### src/rtl/lockstep_pkg.sv
// Shared types and constants for the cluster lockstep controller.
// Latency: none, this file holds definitions only.
// Backpressure: none, this file holds definitions only.
package lockstep_pkg;

  // Register word indices, decoded from add_i[4:2]
  localparam logic [2:0] REG_MODE_REQ    = 3'd0;
  localparam logic [2:0] REG_MODE_STATUS = 3'd1;
  localparam logic [2:0] REG_PENDING     = 3'd2;
  localparam logic [2:0] REG_MISM_STATUS = 3'd3;
  localparam logic [2:0] REG_MISM_CNT    = 3'd4;
  localparam logic [2:0] REG_IRQ_EN      = 3'd5;

  // Response opcode
  localparam logic R_OPC_OK  = 1'b0;
  localparam logic R_OPC_ERR = 1'b1;

  // Per-pair lockstep state
  typedef enum logic [1:0] {
    SPLIT      = 2'd0,
    ENTER_WAIT = 2'd1,
    LOCKED     = 2'd2,
    EXIT_WAIT  = 2'd3
  } lockstep_state_e;

  // Response payload computed in the grant cycle and registered for the next
  typedef struct packed {
    logic        opc;
    logic [31:0] rdata;
  } rsp_t;

endpackage

### src/rtl/lockstep_pair_fsm.sv
// Per-pair lockstep sequencer: switches a core pair in/out of lockstep at barriers.
// Latency: mode/pending registered, change one cycle after the deciding input.
// Backpressure: none, inputs are sampled every cycle.
module lockstep_pair_fsm
  import lockstep_pkg::*;
(
  input  logic clk_i,
  input  logic rst_ni,
  input  logic mode_req,
  input  logic bm,
  input  logic mismatch,
  output logic mode,
  output logic pending,
  output logic force_clear_req
);

  lockstep_state_e state;

  // A mismatch only counts while the pair is actually running in lockstep.
  assign force_clear_req = mismatch & mode;

  // mode_req is the value MODE_REQ takes at this edge, so a bus write is seen
  // in its own grant cycle; a barrier in that same cycle finds the pair still
  // in SPLIT/LOCKED and is therefore ignored.
  always_ff @(posedge clk_i or negedge rst_ni) begin
    if (!rst_ni) begin
      state   <= SPLIT;
      mode    <= 1'b0;
      pending <= 1'b0;
    end else if (force_clear_req) begin
      state   <= SPLIT;
      mode    <= 1'b0;
      pending <= 1'b0;
    end else begin
      case (state)
        SPLIT: begin
          if (mode_req) begin
            state   <= ENTER_WAIT;
            pending <= 1'b1;
          end
        end
        ENTER_WAIT: begin
          if (!mode_req) begin
            state   <= SPLIT;
            pending <= 1'b0;
          end else if (bm) begin
            state   <= LOCKED;
            mode    <= 1'b1;
            pending <= 1'b0;
          end
        end
        LOCKED: begin
          if (!mode_req) begin
            state   <= EXIT_WAIT;
            pending <= 1'b1;
          end
        end
        EXIT_WAIT: begin
          if (mode_req) begin
            state   <= LOCKED;
            pending <= 1'b0;
          end else if (bm) begin
            state   <= SPLIT;
            mode    <= 1'b0;
            pending <= 1'b0;
          end
        end
        default: begin
          state   <= SPLIT;
          mode    <= 1'b0;
          pending <= 1'b0;
        end
      endcase
    end
  end

endmodule

### src/rtl/lockstep_ctrl.sv
// Lockstep controller slave: mode registers, per-pair sequencers, mismatch counter and IRQ.
// Latency: gnt combinational, response registered one cycle after grant; irq two cycles after mismatch.
// Backpressure: none, every request is granted in the cycle it is presented.
module lockstep_ctrl
  import lockstep_pkg::*;
#(
  parameter int NB_CORES  = 8,
  parameter int ID_WIDTH  = 2,
  parameter int CNT_WIDTH = 16
) (
  input  logic                     clk_i,
  input  logic                     rst_ni,
  input  logic                     req_i,
  input  logic [31:0]              add_i,
  input  logic                     wen_i,
  input  logic [31:0]              wdata_i,
  input  logic [3:0]               be_i,
  input  logic [ID_WIDTH-1:0]      id_i,
  output logic                     gnt_o,
  output logic                     r_valid_o,
  output logic                     r_opc_o,
  output logic [ID_WIDTH-1:0]      r_id_o,
  output logic [31:0]              r_rdata_o,
  input  logic [NB_CORES-1:0]      barrier_matched_i,
  input  logic [NB_CORES/2-1:0]    mismatch_i,
  output logic [NB_CORES/2-1:0]    lockstep_mode_o,
  output logic                     irq_o
);

  localparam int NB_PAIRS = NB_CORES / 2;
  localparam logic [32:0] CNT_MAX = {{(33-CNT_WIDTH){1'b0}}, {CNT_WIDTH{1'b1}}};

  logic [2:0]           reg_idx;
  logic                 wr_en;
  logic                 rd_en;
  logic [NB_PAIRS-1:0]  bm;
  logic [NB_PAIRS-1:0]  pending;
  logic [NB_PAIRS-1:0]  qual_mism;
  logic [NB_PAIRS-1:0]  mode_req_q, mode_req_d;
  logic [NB_PAIRS-1:0]  mism_status_q, mism_status_d;
  logic [NB_PAIRS-1:0]  irq_en_q, irq_en_d;
  logic [CNT_WIDTH-1:0] mism_cnt_q, mism_cnt_d;
  logic [CNT_WIDTH-1:0] cnt_base;
  logic [31:0]          qual_pc;
  logic [32:0]          cnt_sum;
  logic [31:0]          rd_word;
  rsp_t                 rsp_d;
  logic                 unused_bits;

  // Only word index bits are decoded and accesses are always full-word.
  assign unused_bits = ^{add_i[31:5], add_i[1:0], be_i, wdata_i};

  assign gnt_o   = req_i;
  assign reg_idx = add_i[4:2];
  assign wr_en   = req_i & ~wen_i;
  assign rd_en   = req_i & wen_i;

  for (genvar p = 0; p < NB_PAIRS; p++) begin : g_pair
    assign bm[p] = barrier_matched_i[2*p] & barrier_matched_i[2*p+1];

    lockstep_pair_fsm u_fsm (
      .clk_i           (clk_i),
      .rst_ni          (rst_ni),
      .mode_req        (mode_req_d[p]),
      .bm              (bm[p]),
      .mismatch        (mismatch_i[p]),
      .mode            (lockstep_mode_o[p]),
      .pending         (pending[p]),
      .force_clear_req (qual_mism[p])
    );
  end

  // Next register values: bus write first, then hardware mismatch updates on top.
  always_comb begin
    mode_req_d = mode_req_q;
    if (wr_en && reg_idx == REG_MODE_REQ) mode_req_d = wdata_i[NB_PAIRS-1:0];
    mode_req_d = mode_req_d & ~qual_mism;

    mism_status_d = mism_status_q;
    if (wr_en && reg_idx == REG_MISM_STATUS) mism_status_d = mism_status_q & ~wdata_i[NB_PAIRS-1:0];
    mism_status_d = mism_status_d | qual_mism;

    irq_en_d = irq_en_q;
    if (wr_en && reg_idx == REG_IRQ_EN) irq_en_d = wdata_i[NB_PAIRS-1:0];
  end

  // Saturating mismatch counter; a same-cycle clear restarts from zero before adding.
  always_comb begin
    qual_pc = '0;
    for (int i = 0; i < NB_PAIRS; i++) qual_pc = qual_pc + 32'(qual_mism[i]);
    cnt_base   = (wr_en && reg_idx == REG_MISM_CNT) ? '0 : mism_cnt_q;
    cnt_sum    = 33'(cnt_base) + 33'(qual_pc);
    mism_cnt_d = (cnt_sum > CNT_MAX) ? '1 : cnt_sum[CNT_WIDTH-1:0];
  end

  // Read mux and opcode for the current request.
  always_comb begin
    rd_word   = '0;
    rsp_d     = '0;
    rsp_d.opc = R_OPC_OK;
    case (reg_idx)
      REG_MODE_REQ:    rd_word[NB_PAIRS-1:0]  = mode_req_q;
      REG_MODE_STATUS: rd_word[NB_PAIRS-1:0]  = lockstep_mode_o;
      REG_PENDING:     rd_word[NB_PAIRS-1:0]  = pending;
      REG_MISM_STATUS: rd_word[NB_PAIRS-1:0]  = mism_status_q;
      REG_MISM_CNT:    rd_word[CNT_WIDTH-1:0] = mism_cnt_q;
      REG_IRQ_EN:      rd_word[NB_PAIRS-1:0]  = irq_en_q;
      default:         rsp_d.opc              = R_OPC_ERR;
    endcase
    if (rd_en) rsp_d.rdata = rd_word;
  end

  // Register state and interrupt; irq follows the registered flags one cycle later.
  always_ff @(posedge clk_i or negedge rst_ni) begin
    if (!rst_ni) begin
      mode_req_q    <= '0;
      mism_status_q <= '0;
      irq_en_q      <= '0;
      mism_cnt_q    <= '0;
      irq_o         <= 1'b0;
    end else begin
      mode_req_q    <= mode_req_d;
      mism_status_q <= mism_status_d;
      irq_en_q      <= irq_en_d;
      mism_cnt_q    <= mism_cnt_d;
      irq_o         <= |(mism_status_q & irq_en_q);
    end
  end

  // Registered bus response, one per granted request.
  always_ff @(posedge clk_i or negedge rst_ni) begin
    if (!rst_ni) begin
      r_valid_o <= 1'b0;
      r_opc_o   <= R_OPC_OK;
      r_id_o    <= '0;
      r_rdata_o <= '0;
    end else begin
      r_valid_o <= req_i;
      r_opc_o   <= req_i ? rsp_d.opc : R_OPC_OK;
      r_id_o    <= req_i ? id_i : '0;
      r_rdata_o <= rsp_d.rdata;
    end
  end

endmodule
### config.mk
export PLATFORM = sky130hd
export DESIGN_NAME = lockstep_ctrl
export DESIGN_NICKNAME = d
export VERILOG_FILES = /design/src/rtl/lockstep_pkg.sv /design/src/rtl/lockstep_pair_fsm.sv /design/src/rtl/lockstep_ctrl.sv
export SDC_FILE = /design/constraint.sdc
export NUM_CORES = 1
export LEC_CHECK = 0
export ABC_AREA = 1
export BUFFER_PORTS_ARGS = -buffer_cell sky130_fd_sc_hd__buf_2
export CAP_MARGIN = 10
export CORE_ASPECT_RATIO = 2
export CORE_UTILIZATION = 51
export DETAILED_ROUTE_END_ITERATION = 16
export PLACE_DENSITY = 0.81
export SYNTH_ARGS = -nofsm -noshare
export SYNTH_HDL_FRONTEND = slang
export SYNTH_HIERARCHICAL = 1
export SYNTH_SLANG_ARGS = --single-unit
### constraint.sdc
create_clock -name clk_i -period 4.3 [get_ports clk_i]
set_clock_uncertainty 0.2 [all_clocks]
set_input_delay 0.215 -clock clk_i [delete_from_list [all_inputs] [get_ports clk_i]]
set_output_delay 0.215 -clock clk_i [all_outputs]
set_load 0.005 [all_outputs]
== After elaboration in Yosys (flattened, before gate mapping) ==
Cells that the tools add are included.

* Latch bits: 0
* Memories: 0
* Flip-flop bits (word level): 81
* ROM bits: 0
* RAM bits: 0
* Logic and storage cells: 213

* Muxes and demuxes: 94
* Divide/modulo/power cells: 0
* Bitwise gates (word level): 17
* Shift-type cells: 0
* Multipliers: 0
* Add/sub/neg operators: 4
* Eq/ne operators: 49
* Magnitude comparators: 1
* Reductions and logical operators: 27

{| class="wikitable"
|+ Operator list
! kind !! count
|-
| two-way mux 2 bit || 29
|-
| two-way mux 16 bit || 3
|-
| != test 3 x 2 -> 1 bit (second input constant) || 16
|-
| two-way mux 1 bit || 46
|-
| != test 4 x 2 -> 1 bit (second input constant) || 8
|-
| case mux 2 bit (4 select lines) || 4
|-
| != test 3 x 1 -> 1 bit (second input constant) || 8
|-
| case mux 4 bit (6 select lines) || 1
|-
| AND reduction 5 bit || 4
|-
| adder 16 x 4 -> 17 bit || 1
|-
| > comparator 17 x 16 -> 1 bit (second input constant) || 1
|-
| == test 2 bit (second input constant) || 8
|-
| case mux 1 bit (4 select lines) || 4
|-
| AND reduction 4 bit || 4
|-
| bitwise AND 4 bit || 3
|-
| two-way mux 12 bit || 1
|-
| nonzero test 3 bit || 4
|-
| bitwise AND 1 bit || 10
|-
| == test 2 x 1 -> 1 bit (second input constant) || 4
|-
| zero test 2 bit || 4
|-
| two-way mux 4 bit || 2
|-
| inverter 4 bit || 2
|-
| case mux 1 bit (2 select lines) || 4
|-
| AND reduction 2 bit || 4
|-
| 12 further kinds || 17
|}

== Depth between registers and ports, before layout ==
* Depth after elaboration: 8
* Gate-level depth with buffers: 17
* Depth with buffers taken out: 15

== By module ==
The synthesis kept the hierarchy.

{| class="wikitable"
|+ Modules (own cells, without submodules)
! module !! area an instance (µm²) !! times used !! cells an instance
|-
| lockstep_ctrl || 2720.1 || 1 || 326
|-
| lockstep_pair_fsm || 261.5 || 4 || 42
|}

== Worst setup path before layout ==
OpenSTA, ideal clock, no wires.

* Path type: register to register
* Start: register g_pair[0].u_fsm.mode
* End: register mism_cnt_q[8]
* Required time: 4035 ps
* Path buffers: 1
* Path slack: 1187 ps
* Data arrival time: 2847 ps
* Cell stages (with the launch flop): 15
* Library setup time: 65 ps
* Path through: dfrtp_1 -> nand2_1 -> inv_1 -> fa_1 -> inv_1 -> fa_1 -> fa_1 -> inv_1 -> nand3_1 -> nor2_2 -> nand2_2 -> nor2_4 -> nand4_4 -> buf_6 -> nand2_1

* Longest elaborated chain between the ends: 7

{| class="wikitable"
|+ RTL lines
! item !! line !! source
|-
| from (decl) || lockstep_pair_fsm.sv:12 || <nowiki>output logic mode,</nowiki>
|-
| from (signal assigned) || lockstep_pair_fsm.sv:28 || <nowiki>mode <= 1'b0;</nowiki>
|-
| from (signal assigned) || lockstep_pair_fsm.sv:32 || <nowiki>mode <= 1'b0;</nowiki>
|-
| from (signal assigned) || lockstep_pair_fsm.sv:48 || <nowiki>mode <= 1'b1;</nowiki>
|-
| bitwise AND 1 bit (*) || lockstep_pair_fsm.sv:20 || <nowiki>assign force_clear_req = mismatch & mode;</nowiki>
|-
| via qual_mism[0] || lockstep_ctrl.sv:38 || <nowiki>logic [NB_PAIRS-1:0] qual_mism;</nowiki>
|-
| adder 1 x 1 -> 2 bit (*) || lockstep_ctrl.sv:90 || <nowiki>for (int i = 0; i < NB_PAIRS; i++) qual_pc = qual_pc + 32'(qual_mism[i]);</nowiki>
|-
| adder 2 x 1 -> 3 bit (*) || lockstep_ctrl.sv:90 ||
|-
| adder 3 x 1 -> 4 bit (*) || lockstep_ctrl.sv:90 ||
|-
| adder 16 x 4 -> 17 bit (*) || lockstep_ctrl.sv:92 || <nowiki>cnt_sum = 33'(cnt_base) + 33'(qual_pc);</nowiki>
|-
| > comparator 17 x 16 -> 1 bit || lockstep_ctrl.sv:93 || <nowiki>mism_cnt_d = (cnt_sum > CNT_MAX) ? '1 : cnt_sum[CNT_WIDTH-1:0];</nowiki>
|-
| two-way mux 16 bit (*) || lockstep_ctrl.sv:93 ||
|-
| via mism_cnt_d[8] || lockstep_ctrl.sv:42 || <nowiki>logic [CNT_WIDTH-1:0] mism_cnt_q, mism_cnt_d;</nowiki>
|-
| to (signal assigned) || lockstep_ctrl.sv:125 || <nowiki>mism_cnt_q <= mism_cnt_d;</nowiki>
|-
| to (decl) || lockstep_ctrl.sv:42 ||
|}

Mark *: on every way through the listed nets, which the timed path passes. The rest lies on a longest branch.
A chain may end at the register's enable or synchronous reset.

== Worst setup path after layout ==
* Start: register g_pair[0].u_fsm.mode
* End: register mism_cnt_q[15]

Same word-level chain as after synthesis.

==> results.md <==
- The flow ran to the end, and the final reports show no timing, DRC or antenna violations.
- Among all stages on the critical path, the largest delay is contributed by fa_1.
- The hold path startpoint is add_i[2].
- The final routed DRC violation total is 0.
- Once detail routing completed, the nets flagged for antenna violations numbered 0.
- The detailed router finished its first iteration with 256 violations.
- The signal on the critical path passes through nand2_1, inv_1, fa_1, inv_1, fa_1, fa_1, inv_1, nand3_1, nor2_2, nand2_2, nor2_4, nand4_4, nand2_1.
- The category of the worst setup path launch point is a flip-flop.
- The antenna diode count is 0.
- The count of buffers added on input and output ports is 50.
- The source of the critical timing path is g_pair[0].u_fsm/mode.
- The max-capacitance violation count is 0.
- Across all setup checks in the final design, the least slack found is 0.717 ns.
- The count of warnings emitted by yosys is 6.
- The longest clock path from root to sink contains 2 buffers.
- The number of cells after detailed placement is 628.
- The top-level I/O count is 128.
- The placer congestion estimate is 0.934.
- Clock-pin slew was measured on the worst setup and hold paths at 0.05 ns.
- The total clock buffers created by CTS is 9.
- In the final routed layout, each cell accounts on average for 13.3 um.
- Leaving out fill and tap cells, the most frequent cell in the layout is nand2_1.
- In this run, post-CTS hold repair placed 9 buffers.
- The synthesized flop and latch total is 65.
- The initial antenna violation count is 0.
- The relative max-transition margin is 0.470.
- The design draws 0.00235 W.
- The average via count per standard cell is 5.18.
- The count of pins over their slew limit came to 0.
- Setup repair after global routing left no endpoint under its margin.
- The delay contributed by the slowest stage of the critical path is 0.57 ns.
- Buffers added to address setup during post-CTS repair amount to 0.
- The die is 124 um tall.
- The worst setup path is captured at a flip-flop.
- The setup total negative slack is 0 ns.
- The via total after detailed routing is 3,385.
- Power spread over the standard cell area amounts to 537 nW/um^2.
- The cell count of the worst hold path is 3.
- The wire-length estimate of the detail-placed layout is 6.38 mm.
- The floorplan core area is 7210 um^2.
- Synthesis produced a netlist whose cell count is 494.
- The top cell types in the final layout, fill and taps aside, are nand2_1 (138), inv_1 (82), dfrtp_1 (65).
- Counting cells, the worst reg-to-reg path comes to 13.
- For this run, asynchronously set or reset flops after synthesis account for 1.00.
- The primary flip-flop cell chosen by synthesis mapping is dfrtp_1.
- The worst-skew pair later-pin latency is 0.33 ns.
- At the pin with the least slew margin, the transition time is 0.790 ns.
- The number of nets in the final layout is 646.
- The clock period could shrink to 3.58 ns.
- In this run the number of H-tree levels came out at 3.
- The total count of hold-check failures in the final report is 0.
- TritonCTS built the clock tree.
- The end of the worst hold path is r_rdata_o[1].
- The number of clock sinks is 65.
- For this run, the total global-route usage over all layers was measured as 0.252.
- The via count of the first global-routing pass is 3,287.
- In this run the critical register-to-register path is launched from g_pair[0].u_fsm/mode.
- Dividing the final minimum period by the clock period gives 0.833.
- In this run the worst path has a maximum fanout of 16.
- The endpoint identified for the worst register-to-register timing path is mism_cnt_q[15].
- The die covers 7750 um^2.
- The signed area change from the synthesized netlist to the final layout is 16.0%.
- The post-synthesis instance area is 3770 um^2.
- The finished layout holds 653 standard cells, fillers aside.
- The data required time of the critical path is 4.36 ns.
- In this run the register-to-register setup slack is 0.72 ns.
- The number of standard-cell rows in the floorplan is 44.
- The share of the yosys chip area belonging to registers is 0.432.
- Each instance of the synthesized netlist takes up on average 7.62 um^2.
- Before CTS, the worst setup slack after placement is 0.797 ns.
- The initial core utilization is 0.522.
- The overflow left after global routing is 0.
- Setup violations remaining at the end of the flow were counted as 0.
- The first global-routing pass estimated 14.5 mm of wire.
- The number of enable-type register cells in the synthesized netlist is 0.
- The leakage power is 2.44 nW.
- The worst hold margin is 0.108 ns.
- The clock tree root driver cell is clkbuf_16.
- The horizontal extent of the die is 62.8 um.
- The wire length after detailed routing is 8.71 mm.
- For this run, the top clock speed supported by timing is 0.279 GHz.
- IR analysis of the VDD net gives a maximum drop of 0.352 mV.
- The count of TritonRoute iterations in the first routing pass is 5.
- In the final layout, the share of cells above drive strength 1 is 0.160.
- The worst min-delay path category is in -> reg.
- Data on the critical path arrives at its endpoint at 3.64 ns.
- The number of distinct library cells after synthesis is 35.
- The critical path is of the reg -> reg type.
- In this run, post-CTS repair resized a total of 0 instances.
- Entering global routing, the biggest net connects 66 pins.
## synth_stat cells, types with 2 or more instances
library cell	count	area share
nand4_1	11	0.018
nand3_2	2	0.0053
a31oi_1	4	0.0066
nand3_1	41	0.054
nor2_1	36	0.036
o21bai_1	2	0.0040
a211oi_1	2	0.0040
inv_2	2	0.0020
o22ai_1	3	0.0050
o21ai_2	4	0.0093
nor2_2	3	0.0050
buf_4	17	0.034
fa_1	3	0.016
nand2_1	138	0.14
a21oi_1	4	0.0053
clkbuf_1	3	0.0030
xor2_1	7	0.016
nand3_4	2	0.0093
buf_6	3	0.0090
inv_1	82	0.082
nor3b_1	3	0.0060
o21ai_0	29	0.039
nor2_4	5	0.015
nor3_1	10	0.013
nand2_2	4	0.0066
dfrtp_1	65	0.43
## flip-flops by register name, indices dropped and copies added (netlist names)
register	cells
mism_cnt_q	16
r_rdata_o	16
r_opc_o	1
irq_en_q	4
g_pair.u_fsm/pending	4
mode_req_q	4
mism_status_q	4
g_pair.u_fsm/mode	4
r_valid_o	1
r_id_o	2
g_pair.u_fsm/state	8
irq_o	1
## worst max-delay path: cells and delay by family, from the launching register on
family | cells | cell delay [ns]
AND/OR/NAND/NOR | 7 | 1.13
flip-flops | 1 | 0.41
adder cells (fa/ha/maj) | 3 | 1.44
buffers and inverters | 3 | 0.32
## logic make-up (layout without fill, tap and decap cells)
kind of cell / Yosys count / in the layout / share of synthesized area
other: 1 / 16 / 0.000996
DFF: 65 / 65 / 0.432
AOI/OAI and AO/OA: 48 / 48 / 0.0728
xor gates and xnor gates: 8 / 8 / 0.0186
and+or+nand+nor: 259 / 259 / 0.321
adders and majority gates: 4 / 4 / 0.0193
buffers and inverters: 109 / 161 / 0.136
## cell type report
class	count	area (um^2)
flip-flops and latches	65	1630
multi-input cells	335	1680
clock buffers	13	260
fillers	634	2840
clock inverters	3	15.0
repair buffers	60	348
well taps	92	115
inverters	85	319
## worst max path at each step
stage	end	slack [ns]
after floorplan	mism_cnt_q[8]	1.19
after global placement	mism_cnt_q[15]	0.88
after detailed placement	mism_cnt_q[15]	0.80
after CTS	mism_cnt_q[15]	0.73
after global routing	mism_cnt_q[9]	0.57
final	mism_cnt_q[15]	0.72
## per-stage QoR
stage	utilization	area, um^2
CTS	0.606	4370
finish	0.606	4370
global route	0.606	4370
global placement	0.555	4000
floorplan	-	3820
detailed placement	0.555	4000
## report_power, final
group	leakage (nW)	switching, W	internal [W]
Combinational	1.47	0.000505	0.000297
Clock	0.139	0.000242	0.000418
Sequential	0.834	0.000134	0.000753
## layer usage
| layer | track usage | up-vias | part of all wire |
|---|---|---|---|
| met5 | 0 | - | 0 |
| met1 | 0.228 | 1595 | 0.34 |
| li1 | - | 1638 | - |
| met3 | 0.0526 | 32 | 0.042 |
| met4 | 0.189 | 0 | 0.058 |
| met2 | 0.480 | 120 | 0.56 |
Note: power is estimated with default switching activity, not from simulation.
